<file path="config.mk">
export PLATFORM = sky130hd
export DESIGN_NAME = lut_arbiter
export DESIGN_NICKNAME = d
export VERILOG_FILES = /design/src/rtl/lut_pkg.sv /design/src/rtl/lut_rr_arb.sv /design/src/rtl/lut_arbiter.sv
export SDC_FILE = /design/constraint.sdc
export NUM_CORES = 1
export LEC_CHECK = 0
export BUFFER_PORTS_ARGS = -buffer_cell sky130_fd_sc_hd__buf_2
export CORE_MARGIN = 3
export CORE_UTILIZATION = 50
export CTS_CLUSTER_SIZE = 20
export DETAILED_ROUTE_END_ITERATION = 12
export GPL_TIMING_DRIVEN = 0
export PLACE_DENSITY = 0.76
export SYNTH_ARGS = -nofsm -noshare
export SYNTH_HDL_FRONTEND = slang
export SYNTH_SLANG_ARGS = --single-unit
</file>
<file path="constraint.sdc">
create_clock -name clk -period 2.1 [get_ports clk]
set_input_delay 0.21 -clock clk [delete_from_list [all_inputs] [get_ports clk]]
set_output_delay 0.21 -clock clk [all_outputs]
set_load 0.1 [all_outputs]
</file>
<file path="src/rtl/lut_pkg.sv">
// -----------------------------------------------------------------------------
// lut_pkg
// Shared definitions for the two-requester lookup-table arbiter:
//   - default key / value widths
//   - FSM state enumeration (INIT fills the table, RUN serves lookups)
//   - default_entry(): power-on content of each table entry
// -----------------------------------------------------------------------------
package lut_pkg;

    localparam int KEY_W_DEF = 4;
    localparam int VAL_W_DEF = 8;

    typedef enum logic {
        ST_INIT = 1'b0,
        ST_RUN  = 1'b1
    } state_t;

    // Keys 0..3 map to the odd values 1,3,5,7; every other key defaults to 0xFF.
    function automatic logic [31:0] default_entry(input logic [31:0] key);
        if (key < 32'd4) begin
            return (key << 1) + 32'd1;
        end
        return 32'h0000_00FF;
    endfunction

endpackage

</file>
<file path="src/rtl/lut_rr_arb.sv">
// -----------------------------------------------------------------------------
// lut_rr_arb
// Two-way round-robin grant. A lone requester is always granted; on a tie the
// requester that was not granted most recently wins. 'block' suppresses both
// grants without disturbing the fairness history.
// Ports:
//   clk, reset       clock, synchronous active-high reset
//   valid0, valid1   request inputs
//   block            force both grants low this cycle
//   grant0, grant1   combinational grants (at most one high)
// -----------------------------------------------------------------------------
module lut_rr_arb (
    input  logic clk,
    input  logic reset,
    input  logic valid0,
    input  logic valid1,
    input  logic block,
    output logic grant0,
    output logic grant1
);

    // High when requester 1 holds the most recent grant, so requester 0 wins
    // the next tie. Resets high to favour requester 0 first.
    logic last1;

    assign grant0 = valid0 && !block && (!valid1 || last1);
    assign grant1 = valid1 && !block && (!valid0 || !last1);

    always_ff @(posedge clk) begin
        if (reset) begin
            last1 <= 1'b1;
        end else if (grant0) begin
            last1 <= 1'b0;
        end else if (grant1) begin
            last1 <= 1'b1;
        end
    end

endmodule

</file>
<file path="src/rtl/lut_arbiter.sv">
// -----------------------------------------------------------------------------
// lut_arbiter
// Lookup table of 2**KEY_W entries shared by two requesters through a
// round-robin valid/ready handshake. After reset the table is filled with its
// default contents, one entry per cycle (INIT), then lookups are served (RUN).
// Each accepted lookup returns its entry one cycle later as a one-cycle pulse.
//
// Build option: define LUT_CFG_WRITE_EN to enable runtime table writes through
// cfg_we/cfg_key/cfg_value. A write takes priority over lookups for that cycle.
// Without the macro the cfg ports are accepted but ignored.
//
// Ports:
//   clk, reset                   clock, synchronous active-high reset
//   req{0,1}_valid/_key/_ready   lookup handshake per requester
//   rsp{0,1}_valid/_value        response pulse and held table value
//   cfg_we, cfg_key, cfg_value   table write port
//   init_done                    high once the table has been initialised
// -----------------------------------------------------------------------------
import lut_pkg::*;

module lut_arbiter #(
    parameter int KEY_W = KEY_W_DEF,
    parameter int VAL_W = VAL_W_DEF
) (
    input  logic             clk,
    input  logic             reset,
    input  logic             req0_valid,
    input  logic [KEY_W-1:0] req0_key,
    output logic             req0_ready,
    input  logic             req1_valid,
    input  logic [KEY_W-1:0] req1_key,
    output logic             req1_ready,
    output logic             rsp0_valid,
    output logic [VAL_W-1:0] rsp0_value,
    output logic             rsp1_valid,
    output logic [VAL_W-1:0] rsp1_value,
    input  logic             cfg_we,
    input  logic [KEY_W-1:0] cfg_key,
    input  logic [VAL_W-1:0] cfg_value,
    output logic             init_done
);

    localparam int DEPTH = 2 ** KEY_W;

    state_t           state, state_nx;
    logic [KEY_W-1:0] init_cnt;
    logic [VAL_W-1:0] table_q [DEPTH];
    logic             init_we;
    logic             cfg_wr;
    logic             block;
    logic             gnt0, gnt1;

    // ---------------- FSM: state register ----------------
    always_ff @(posedge clk) begin
        if (reset) begin
            state    <= ST_INIT;
            init_cnt <= '0;
        end else begin
            state <= state_nx;
            if (state == ST_INIT) begin
                init_cnt <= init_cnt + 1'b1;
            end
        end
    end

    // ---------------- FSM: next state ----------------
    always_comb begin
        state_nx = state;
        if (state == ST_INIT && init_cnt == KEY_W'(DEPTH - 1)) begin
            state_nx = ST_RUN;
        end
    end

    // ---------------- FSM: outputs ----------------
    always_comb begin
        init_done = (state == ST_RUN);
        init_we   = (state == ST_INIT);
    end

`ifdef LUT_CFG_WRITE_EN
    assign cfg_wr = cfg_we && (state == ST_RUN);
`else
    logic cfg_unused;
    assign cfg_unused = ^{cfg_we, cfg_key, cfg_value};
    assign cfg_wr     = 1'b0;
`endif

    // Lookups are held off while initialising and while a write owns the table.
    assign block = (state != ST_RUN) || cfg_wr;

    lut_rr_arb u_arb (
        .clk    (clk),
        .reset  (reset),
        .valid0 (req0_valid),
        .valid1 (req1_valid),
        .block  (block),
        .grant0 (gnt0),
        .grant1 (gnt1)
    );

    assign req0_ready = gnt0;
    assign req1_ready = gnt1;

    // Table storage is not reset; INIT rewrites every entry after each reset.
    always_ff @(posedge clk) begin
        if (init_we) begin
            table_q[init_cnt] <= VAL_W'(default_entry(32'(init_cnt)));
        end else if (cfg_wr) begin
            table_q[cfg_key] <= cfg_value;
        end
    end

    // Response stage: reads the table as it stood at the acceptance edge.
    always_ff @(posedge clk) begin
        if (reset) begin
            rsp0_valid <= 1'b0;
            rsp1_valid <= 1'b0;
            rsp0_value <= '0;
            rsp1_value <= '0;
        end else begin
            rsp0_valid <= gnt0;
            rsp1_valid <= gnt1;
            if (gnt0) begin
                rsp0_value <= table_q[req0_key];
            end
            if (gnt1) begin
                rsp1_value <= table_q[req1_key];
            end
        end
    end

endmodule

</file>
==> flow_summary_export.csv <==
group,metric,value,unit
logic_synthesis,yosysWarnings,0,
pwr,ir_drop,0.481,mV
clock_tree,cts_resized,0,
cells_and_area,multi_input_area,1250,µm²
pwr,power.density,761,nW/µm²
min_path,worstHoldStart,"req0_key[0]",
clock_tree,cts.clk_slew.worst_paths,0.06,ns
floorplanning,die_w,85.6,µm
worst_setup_path,cp-end-kind,"output pin",
sta,hold_viol,0,
cells_and_area,drive_above_1_share,0.266,
clock_tree,root_buffer,"clkbuf_8",
clock_tree,ctsHoldBuffers,0,
routing,final_antenna_net_count,0,
sta,hold_ws,0.259,ns
logic_synthesis,ys_seq_elements,64,
sta,finalCritPeriodShare,0.923,
cells_and_area,fillerInstances,472,
worst_setup_path,cp-startpoint,"init_done$_SDFFE_PP0P_",
clock_tree,numCtsBuffers,9,
floorplanning,core,6030,µm²
clock_tree,worstSkewPairLatency,0.33,ns
sta,min_period,1.94,ns
sta,max_clock_freq,0.516,GHz
sta,finalSetupViolations,0,
worst_setup_path,cp_max_fo,10,
global_routing,grt-ovfl-total,0,
sta,tightestPinTransition,0.571,ns
global_routing,grt_pass1_vias,1802,
global_routing,grt_pass1_wl,9210,µm
routing,drt-initial-drc-count,61,
sta,slew_headroom,0.619,
cells_and_area,nNetsFinal,268,
placement,numPortBuffers,30,
floorplanning,start_util,0.525,
logic_synthesis,avgSynthCellArea,16.0,µm²
worst_setup_path,arrival,1.73,ns
placement,place_congestion,0.717,
routing,first_pass_iters,4,
routing,avgRoutedWirePerCell,18.0,µm
clock_tree,clockBufferDepth,2,
logic_synthesis,ys.flop_type,"edfxtp_1",
sta,setup-tns-final,0,ns
routing,wirelength,5750,µm
logic_synthesis,synth_fp_nets,227,
placement,place_hpwl,4250,µm
global_routing,track_usage,0.169,
logic_synthesis,yosysUniqueCellTypes,31,
sta,fin_skew,0.00804,ns
logic_synthesis,yosysSeqAreaShare,0.557,
pwr,p_leak,1.47,nW
worst_setup_path,r2r-start,"init_cnt[2]$_SDFFE_PP0N_",
clock_tree,ctsHtreeMaxLevel,3,
pwr,p_total,2.75,mW
floorplanning,io_pins,46,
sta,rsz0062_at_grt,"false",
worst_setup_path,required,1.89,ns
global_routing,antenna_found_initial,0,
logic_synthesis,syn-instance-count,198,
job,maxCapViolations,0,
floorplanning,die-area,7320,µm²
logic_synthesis,synth-edff-count,48,
cells_and_area,area_delta_synth_final,14.4,%
clock_tree,cts_num_sinks,64,
worst_setup_path,start_kind,"flop",
routing,via_per_inst,5.63,
sta,maxSlewViolCount,0,
cells_and_area,register_area,1760,µm²
routing,route.detailed.drc,0,
logic_synthesis,async_flop_share,0,
run_status,status,"complete, no violations",
clock_tree,post_cts_buffers,0,
global_routing,grt_max_degree,18,
min_path,hold_class,"input pin to flop",
worst_setup_path,path_class,"flop to output pin",
floorplanning,num_rows,28,
clock_tree,cts_tree,"done",
floorplanning,die_h,85.6,µm
routing,vias,1796,
cells_and_area,diodes,0,
logic_synthesis,synth_area,3170,µm²
cells in the mapped netlist (2+ instances only):
library cell / instances / share of area
a21oi_1: 2 / 0.0032
clkbuf_1: 6 / 0.0071
xor2_1: 2 / 0.0055
mux4_1: 24 / 0.20
edfxtp_1: 48 / 0.46
inv_1: 6 / 0.0071
buf_4: 8 / 0.019
o21ai_0: 6 / 0.0095
ha_1: 4 / 0.016
o221ai_1: 6 / 0.017
or2_2: 3 / 0.0059
or3_1: 2 / 0.0040
nor2b_1: 10 / 0.020
and3_1: 4 / 0.0079
buf_2: 2 / 0.0032
mux2i_1: 13 / 0.041
and2_1: 13 / 0.026
buf_6: 3 / 0.011
nor2_1: 9 / 0.011
dfxtp_1: 16 / 0.10
cell families after synthesis:
kind of cell / after synthesis / share of synthesized area
flip-flops: 64 / 0.557
multiplexers: 37 / 0.240
AND/OR/NAND/NOR: 49 / 0.0980
buffers and inverters: 25 / 0.0470
adder cells (fa/ha/maj): 4 / 0.0158
AO/OA/AOI/OAI: 16 / 0.0340
XOR/XNOR: 3 / 0.00830
report_power, final:
group / internal (mW) / switching, mW / total [mW]
Combinational: 0.102 / 0.117 / 0.218
Clock: 0.662 / 0.442 / 1.10
Sequential: 1.41 / 0.0185 / 1.43
sequential cells by signal (all words and copies together) (netlist names):
register,count
table_q,48
init_cnt,4
rsp0_value,4
rsp1_value,4
init_done,1
rsp0_valid,1
rsp1_valid,1
u_arb.last1,1
per-layer routing:
layer  wire length, µm  GRT usage
met1              2500      0.206
met3               331     0.0586
met5                 0          0
met4               146     0.0748
met2              2780      0.274
path summary, 6_finish.rpt:
kind	endpoint	slack [ns]	cells past startpoint
worst min register to register	rsp0_value[0]$_SDFFE_PP0P_	0.44	2
worst max-delay path	req0_ready	0.16	5
worst min-delay path	rsp0_value[6]$_SDFFE_PP0P_	0.26	3
worst max register to register	table_q[0][6]$_DFFE_PP_	0.41	4
cell type report:
cell class / count / share of cell area
sequential: 64 / 0.487
multi-input combinational: 109 / 0.346
timing repair buffer: 30 / 0.0415
clock buffer: 10 / 0.0352
buffer: 19 / 0.0349
tap: 75 / 0.0259
clock inverter: 6 / 0.0231
inverter: 6 / 0.00622
critical path: stages, from the launching register on:
cell	delay, ns
dfxtp_2	0.33
buf_6	0.15
nand2_2	0.11
or2_2	0.33
inv_1	0.05
buf_2	0.41
placed cells by master, fill, tap and decap left out, types with 3 or more instances in the layout:
cell      instances
ha_1              4
inv_1             6
or2_2             3
edfxtp_1         48
clkbuf_1          7
and2_1           13
o21ai_0           6
o221ai_1          6
buf_6             3
mux2i_1          13
clkbuf_8          9
mux4_1           24
buf_2            32
nor2b_1          10
buf_4             8
dfxtp_1          15
nor2_1            9
and3_1            4
per-stage QoR:
stage	setup WS [ns]	cell area, µm²	std cells	util
final	0.161	3620	319	0.601
after floorplan	0.0293	3170	198	-
after detailed placement	0.413	3410	303	0.566
after global placement	0.441	3410	303	0.566
after global routing	0.0782	3620	319	0.601
after CTS	0.135	3620	319	0.601
No activity file was read; power rests on OpenSTA's default activity.
